### config.mk
export PLATFORM = sky130hd
export DESIGN_NAME = seq_detect_frame_ctrl
export DESIGN_NICKNAME = d
export VERILOG_FILES = /design/src/rtl/seq_detect_frame_ctrl.sv
export SDC_FILE = /design/constraint.sdc
export NUM_CORES = 1
export LEC_CHECK = 0
export ABC_AREA = 1
export CORE_MARGIN = 1
export CORE_UTILIZATION = 60
export DETAILED_ROUTE_END_ITERATION = 16
export DONT_BUFFER_PORTS = 1
export PLACE_DENSITY_LB_ADDON = 0.05
export SYNTH_ARGS = -nofsm -noshare
export SYNTH_HDL_FRONTEND = slang
export SYNTH_SLANG_ARGS = --single-unit
### constraint.sdc
create_clock -name clk -period 2.9 [get_ports clk]
set_input_delay 0.725 -clock clk [delete_from_list [all_inputs] [get_ports clk]]
set_output_delay 0.725 -clock clk [all_outputs]
set_load 0.03 [all_outputs]
### src/rtl/seq_detect_frame_ctrl.sv
// Frame controller that scans parallel words MSB-first through a bit-serial 1010
// detector and reports the per-frame match count over a valid/ready handshake.
module seq_detect_frame_ctrl #(
  parameter int WORD_W      = 8,
  parameter int FRAME_WORDS = 4,
  parameter int CNT_W       = 8,
  parameter int DET_LAT     = 1
) (
  input  logic              clk,
  input  logic              rst,
  input  logic              in_valid,
  output logic              in_ready,
  input  logic [WORD_W-1:0] in_data,
  output logic              det_clr,
  output logic              det_en,
  output logic              det_ip,
  input  logic              det_op,
  output logic              res_valid,
  input  logic              res_ready,
  output logic [CNT_W-1:0]  res_count,
  output logic              res_sat
);

  localparam int BIT_W  = (WORD_W > 1) ? $clog2(WORD_W) : 1;
  localparam int WIDX_W = (FRAME_WORDS > 1) ? $clog2(FRAME_WORDS) : 1;
  localparam int DRN_W  = (DET_LAT > 1) ? $clog2(DET_LAT) : 1;

  localparam logic [BIT_W-1:0]  BIT_LAST  = BIT_W'(WORD_W - 1);
  localparam logic [WIDX_W-1:0] WORD_LAST = WIDX_W'(FRAME_WORDS - 1);
  localparam logic [DRN_W-1:0]  DRN_LAST  = DRN_W'(DET_LAT - 1);
  localparam logic [CNT_W-1:0]  CNT_MAX   = {CNT_W{1'b1}};

  typedef enum logic [2:0] {
    ST_IDLE   = 3'd0,
    ST_CLEAR  = 3'd1,
    ST_SHIFT  = 3'd2,
    ST_WAIT   = 3'd3,
    ST_DRAIN  = 3'd4,
    ST_REPORT = 3'd5
  } state_t;

  state_t              state_r, state_nxt_s;
  logic [WORD_W-1:0]   shreg_r, shreg_nxt_s;
  logic [BIT_W-1:0]    bit_idx_r, bit_nxt_s;
  logic [WIDX_W-1:0]   word_idx_r, word_nxt_s;
  logic [DRN_W-1:0]    drain_cnt_r, drain_nxt_s;
  logic [DET_LAT-1:0]  pipe_r, pipe_nxt_s;
  logic [CNT_W-1:0]    count_r, count_nxt_s;
  logic                sat_r, sat_nxt_s;
  logic                frame_start_s;
  logic                in_hs_s;
  logic                res_hs_s;
  logic                hit_s;

  logic in_ready_r, det_clr_r, det_en_r, det_ip_r, res_valid_r;
  logic in_ready_nxt_s;

  assign in_hs_s  = in_valid & in_ready_r;
  assign res_hs_s = res_valid_r & res_ready;
  assign hit_s    = pipe_r[DET_LAT-1] & det_op;

  // Next-state and datapath decode for the frame sequencer.
  always_comb begin
    state_nxt_s   = state_r;
    shreg_nxt_s   = shreg_r;
    bit_nxt_s     = bit_idx_r;
    word_nxt_s    = word_idx_r;
    drain_nxt_s   = drain_cnt_r;
    frame_start_s = 1'b0;
    case (state_r)
      ST_IDLE: begin
        if (in_hs_s) begin
          shreg_nxt_s   = in_data;
          word_nxt_s    = {WIDX_W{1'b0}};
          bit_nxt_s     = {BIT_W{1'b0}};
          frame_start_s = 1'b1;
          state_nxt_s   = ST_CLEAR;
        end else begin
          state_nxt_s = ST_IDLE;
        end
      end
      ST_CLEAR: begin
        state_nxt_s = ST_SHIFT;
      end
      ST_SHIFT: begin
        shreg_nxt_s = {shreg_r[WORD_W-2:0], 1'b0};
        if (bit_idx_r == BIT_LAST) begin
          bit_nxt_s = {BIT_W{1'b0}};
          if (word_idx_r == WORD_LAST) begin
            drain_nxt_s = {DRN_W{1'b0}};
            state_nxt_s = ST_DRAIN;
          end else if (in_hs_s) begin
            // Next word arrives on the last bit: continue without a bubble.
            shreg_nxt_s = in_data;
            word_nxt_s  = word_idx_r + WIDX_W'(1);
          end else begin
            state_nxt_s = ST_WAIT;
          end
        end else begin
          bit_nxt_s = bit_idx_r + BIT_W'(1);
        end
      end
      ST_WAIT: begin
        if (in_hs_s) begin
          shreg_nxt_s = in_data;
          word_nxt_s  = word_idx_r + WIDX_W'(1);
          bit_nxt_s   = {BIT_W{1'b0}};
          state_nxt_s = ST_SHIFT;
        end else begin
          state_nxt_s = ST_WAIT;
        end
      end
      ST_DRAIN: begin
        if (drain_cnt_r == DRN_LAST) begin
          state_nxt_s = ST_REPORT;
        end else begin
          drain_nxt_s = drain_cnt_r + DRN_W'(1);
        end
      end
      ST_REPORT: begin
        if (res_hs_s) begin
          state_nxt_s = ST_IDLE;
        end else begin
          state_nxt_s = ST_REPORT;
        end
      end
      default: begin
        state_nxt_s = ST_IDLE;
      end
    endcase
  end

  // Producer-side ready, decoded from the upcoming state so the output is registered.
  always_comb begin
    in_ready_nxt_s = 1'b0;
    if ((state_nxt_s == ST_IDLE) || (state_nxt_s == ST_WAIT)) begin
      in_ready_nxt_s = 1'b1;
    end else if ((state_nxt_s == ST_SHIFT) && (bit_nxt_s == BIT_LAST) &&
                 (word_nxt_s < WORD_LAST)) begin
      in_ready_nxt_s = 1'b1;
    end else begin
      in_ready_nxt_s = 1'b0;
    end
  end

  // Delay line of det_en marking which det_op cycles belong to a shifted bit.
  always_comb begin
    pipe_nxt_s    = pipe_r;
    pipe_nxt_s[0] = det_en_r;
    for (int i = 1; i < DET_LAT; i++) begin
      pipe_nxt_s[i] = pipe_r[i-1];
    end
  end

  // Saturating match counter, cleared at frame start.
  always_comb begin
    count_nxt_s = count_r;
    sat_nxt_s   = sat_r;
    if (frame_start_s) begin
      count_nxt_s = {CNT_W{1'b0}};
      sat_nxt_s   = 1'b0;
    end else if (hit_s) begin
      if (count_r == CNT_MAX) begin
        sat_nxt_s = 1'b1;
      end else begin
        count_nxt_s = count_r + CNT_W'(1);
      end
    end else begin
      count_nxt_s = count_r;
    end
  end

  // Sequencer state and datapath registers.
  always_ff @(posedge clk or negedge rst) begin
    if (!rst) begin
      state_r     <= ST_IDLE;
      shreg_r     <= {WORD_W{1'b0}};
      bit_idx_r   <= {BIT_W{1'b0}};
      word_idx_r  <= {WIDX_W{1'b0}};
      drain_cnt_r <= {DRN_W{1'b0}};
      pipe_r      <= {DET_LAT{1'b0}};
      count_r     <= {CNT_W{1'b0}};
      sat_r       <= 1'b0;
    end else begin
      state_r     <= state_nxt_s;
      shreg_r     <= shreg_nxt_s;
      bit_idx_r   <= bit_nxt_s;
      word_idx_r  <= word_nxt_s;
      drain_cnt_r <= drain_nxt_s;
      pipe_r      <= pipe_nxt_s;
      count_r     <= count_nxt_s;
      sat_r       <= sat_nxt_s;
    end
  end

  // Output registers, loaded from the upcoming state so they align with it.
  always_ff @(posedge clk or negedge rst) begin
    if (!rst) begin
      in_ready_r  <= 1'b1;
      det_clr_r   <= 1'b0;
      det_en_r    <= 1'b0;
      det_ip_r    <= 1'b0;
      res_valid_r <= 1'b0;
    end else begin
      in_ready_r  <= in_ready_nxt_s;
      det_clr_r   <= (state_nxt_s == ST_CLEAR);
      det_en_r    <= (state_nxt_s == ST_SHIFT);
      det_ip_r    <= (state_nxt_s == ST_SHIFT) & shreg_nxt_s[WORD_W-1];
      res_valid_r <= (state_nxt_s == ST_REPORT);
    end
  end

  assign in_ready  = in_ready_r;
  assign det_clr   = det_clr_r;
  assign det_en    = det_en_r;
  assign det_ip    = det_ip_r;
  assign res_valid = res_valid_r;
  assign res_count = count_r;
  assign res_sat   = sat_r;

endmodule

==> impl_results.md <==
* Reg clk slew, reported paths at 0.09 ns
* Setup bufs post-CTS at 0
* Slew Limit Fails at 0
* Power Dens Cells at 1010 mW/mm2
* Data required, critical path at 3.11 ns
* DRT Pass-1 Iters at 4
* Final hold violations at 0
* Outcome: complete, no violations
* Most common cell after layout, fill and taps aside: nand2_1
* Initial cell density of the core at 65.9%
* CTS tree: done
* Number of synthesis warnings at 0
* Unrepaired setup endpoints after global routing: false
* CTS Hold Buffers Added at 0
* Max-slew headroom at 72.9%
* Critical-path top delay cell: dfrtp_1
* Clk sinks at 31
* Pin count of the biggest net entering global routing at 32
* CP max stage delay at 0.58 ns
* Mapped Cells at 198
* Fillers at 216
* Clk_skew at 0.00428 ns
* CP cell instances: ha_1 -> nand3_2 -> nor2_1 -> nand3_2 -> nand2_8 -> inv_4 -> nand2_2 -> xor2_1 -> nor2_1
* IO Port Bufs at 0
* Fin crit period at 1.93 ns
* Area delta synth->final at 6.28%
* Max-Cap Viols at 0
* Area of the core at 0.00257 mm2
* Fraction of layout cells with a size suffix above 1 at 19.4%
* Htree depth at 2
* Final Power at 1820 uW
* Period utilization at 66.6%
* Initial antenna violation count at 0
* Final worst setup slack at 0.970 ns
* Arrival time worst endpoint at 2.14 ns
* Post-route setup TNS at 0 ns
* Reg2reg path depth at 9
* Slew @ Worst Pin at 0.406 ns
* R2R Setup Slk at 0.97 ns
* EDFF count, synth at 0
* Hold Path Class: in -> async
* DR iter-0 viols at 17
* Type of the worst setup path: reg -> reg
* Most frequent cells in the layout: nand2_1 (42), dfrtp_1 (30), inv_1 (26)
* Synthesized flop and latch total at 31
* Crit path capture type: flop
* Placer's final routability congestion estimate at 0.878
* Nets@finish at 223
* Vias at 1296
* Gr ovfl total at 0
* WL final at 3120 um
* Synthesized area at 0.00169 mm2
* Post_cts resized at 0
* Clk root buf: clkbuf_4
* Total track usage at 24.3%
* Die Height at 55.1 um
* Critical Path Start Type: flop
* Sequential-to-total area share from yosys stat at 45.9%
* Placed cell areas at 0.00173 mm2
* CTS Buf Count at 5
* Via/cell ratio at 5.49
* Diode count at 0
* HPWL Detailed at 2410 um
* # IOs at 27
* Drt wl/cell at 13.2 um
* Worst-Skew Late Latency at 0.33 ns
* Vias in the first global route at 1228
* Antenna viol nets, final at 0
* Unique masters post-synth at 32
* Final setup fails at 0
* R2R Path Start: res_count[1]
* Fmax at 518 MHz
* First-pass GRT wire length at 4990 um
* Reg2reg end: res_count[2]
* Critical Path Source: res_count[1]
* Full die area at 0.00304 mm2
* Die width at 55.1 um
* Final non-filler cell area at 0.00180 mm2
* Clock Tree Buf Depth at 2
* Syn_nets at 216
* Number of remaining DRC errors at 0
* Top FF cell, synth: dfrtp_1
* Post-synthesis async set-or-reset flop share at 100%
* CP Max Fanout at 10
* Pre-CTS WS at 0.987 ns
* Row cnt at 18
* Syn Area/Cell at 8.55 um2
* Setup crit end: res_count[2]
* Pleak at 0.000942 uW
* Worst IR drop on VDD at 0.000736 V
## synth_stat cells (5+ instances only)
master | number | area share (%)
nor3_1 | 5 | 1.5
ha_1 | 5 | 3.7
inv_1 | 26 | 5.8
inv_2 | 6 | 1.3
nand3_1 | 15 | 4.4
nand2_1 | 42 | 9.3
nand2_2 | 7 | 2.6
o21ai_0 | 5 | 1.5
dfrtp_1 | 30 | 44
nor2_1 | 16 | 3.5
## logic make-up after synthesis
kind of cell,Yosys count,synth area share [%]
fa+ha+maj,5,3.70
xor+xnor,2,1.03
flops,31,45.9
simple gates,100,31.3
buf+inv,35,8.28
compound gates,25,9.76
## stage by stage
| step | util [%] | hold slack (ns) | cells |
|---|---|---|---|
| floorplan | - | 0.429 | 198 |
| global placement | 67.4 | 0.430 | 228 |
| detailed placement | 67.4 | 0.430 | 228 |
| CTS | 70.1 | 0.0593 | 236 |
| global route | 70.1 | 0.0590 | 236 |
| finish | 70.1 | 0.0780 | 236 |
## how the worst min path moves through the flow
stage	startpoint	endpoint	slack (ns)	depth (start not counted)
5_1_grt	rst	shreg_r[4]	0.06	0
6_report	rst	shreg_r[2]	0.08	0
3_5_place_dp	rst	shreg_r[2]	0.43	0
2_1_floorplan	rst	bit_idx_r[0]	0.43	0
3_3_place_gp	rst	shreg_r[4]	0.43	0
4_1_cts	rst	res_count[3]	0.06	0
## critical path: cells and delay by family, from the launching register on
family                     cells  cell delay [ns]
xor gates and xnor gates       1             0.14
and+or+nand+nor                6             0.76
adders and majority gates      1             0.29
DFF                            1             0.58
buffers and inverters          1             0.05
## power by group
group	leakage (uW)	internal (uW)	switching (uW)	total (uW)
Sequential	0.000388	589	265	854
Combinational	0.000515	261	424	685
Clock	0.0000386	142	139	281
## final cells by class
class                           instances  area (um2)  area share [%]
Clock buffer                            8        68.8            3.82
Inverter                               35         140            7.79
Multi-Input combinational cell        132         776            43.1
Sequential cell                        31         777            43.2
Tap cell                               30        37.5            2.09
## state kept, by name, indices dropped and copies added, names as in the netlist
| signal | flops |
|---|---|
| det_clr | 1 |
| pipe_r | 1 |
| bit_idx_r | 3 |
| shreg_r | 8 |
| res_valid | 1 |
| det_en | 1 |
| det_ip | 1 |
| state_r | 3 |
| res_count | 8 |
| res_sat | 1 |
| in_ready | 1 |
| word_idx_r | 2 |
## metal layers
| metal | part of all wire (%) | track usage, % | vias up |
|---|---|---|---|
| met5 | 0 | 0 | - |
| met4 | 2.1 | 14.6 | 0 |
| met3 | 5.3 | 7.10 | 7 |
| met2 | 49 | 41.4 | 31 |
| met1 | 44 | 26.5 | 598 |
| li1 | - | - | 660 |
(Power assumes the default switching activity.)
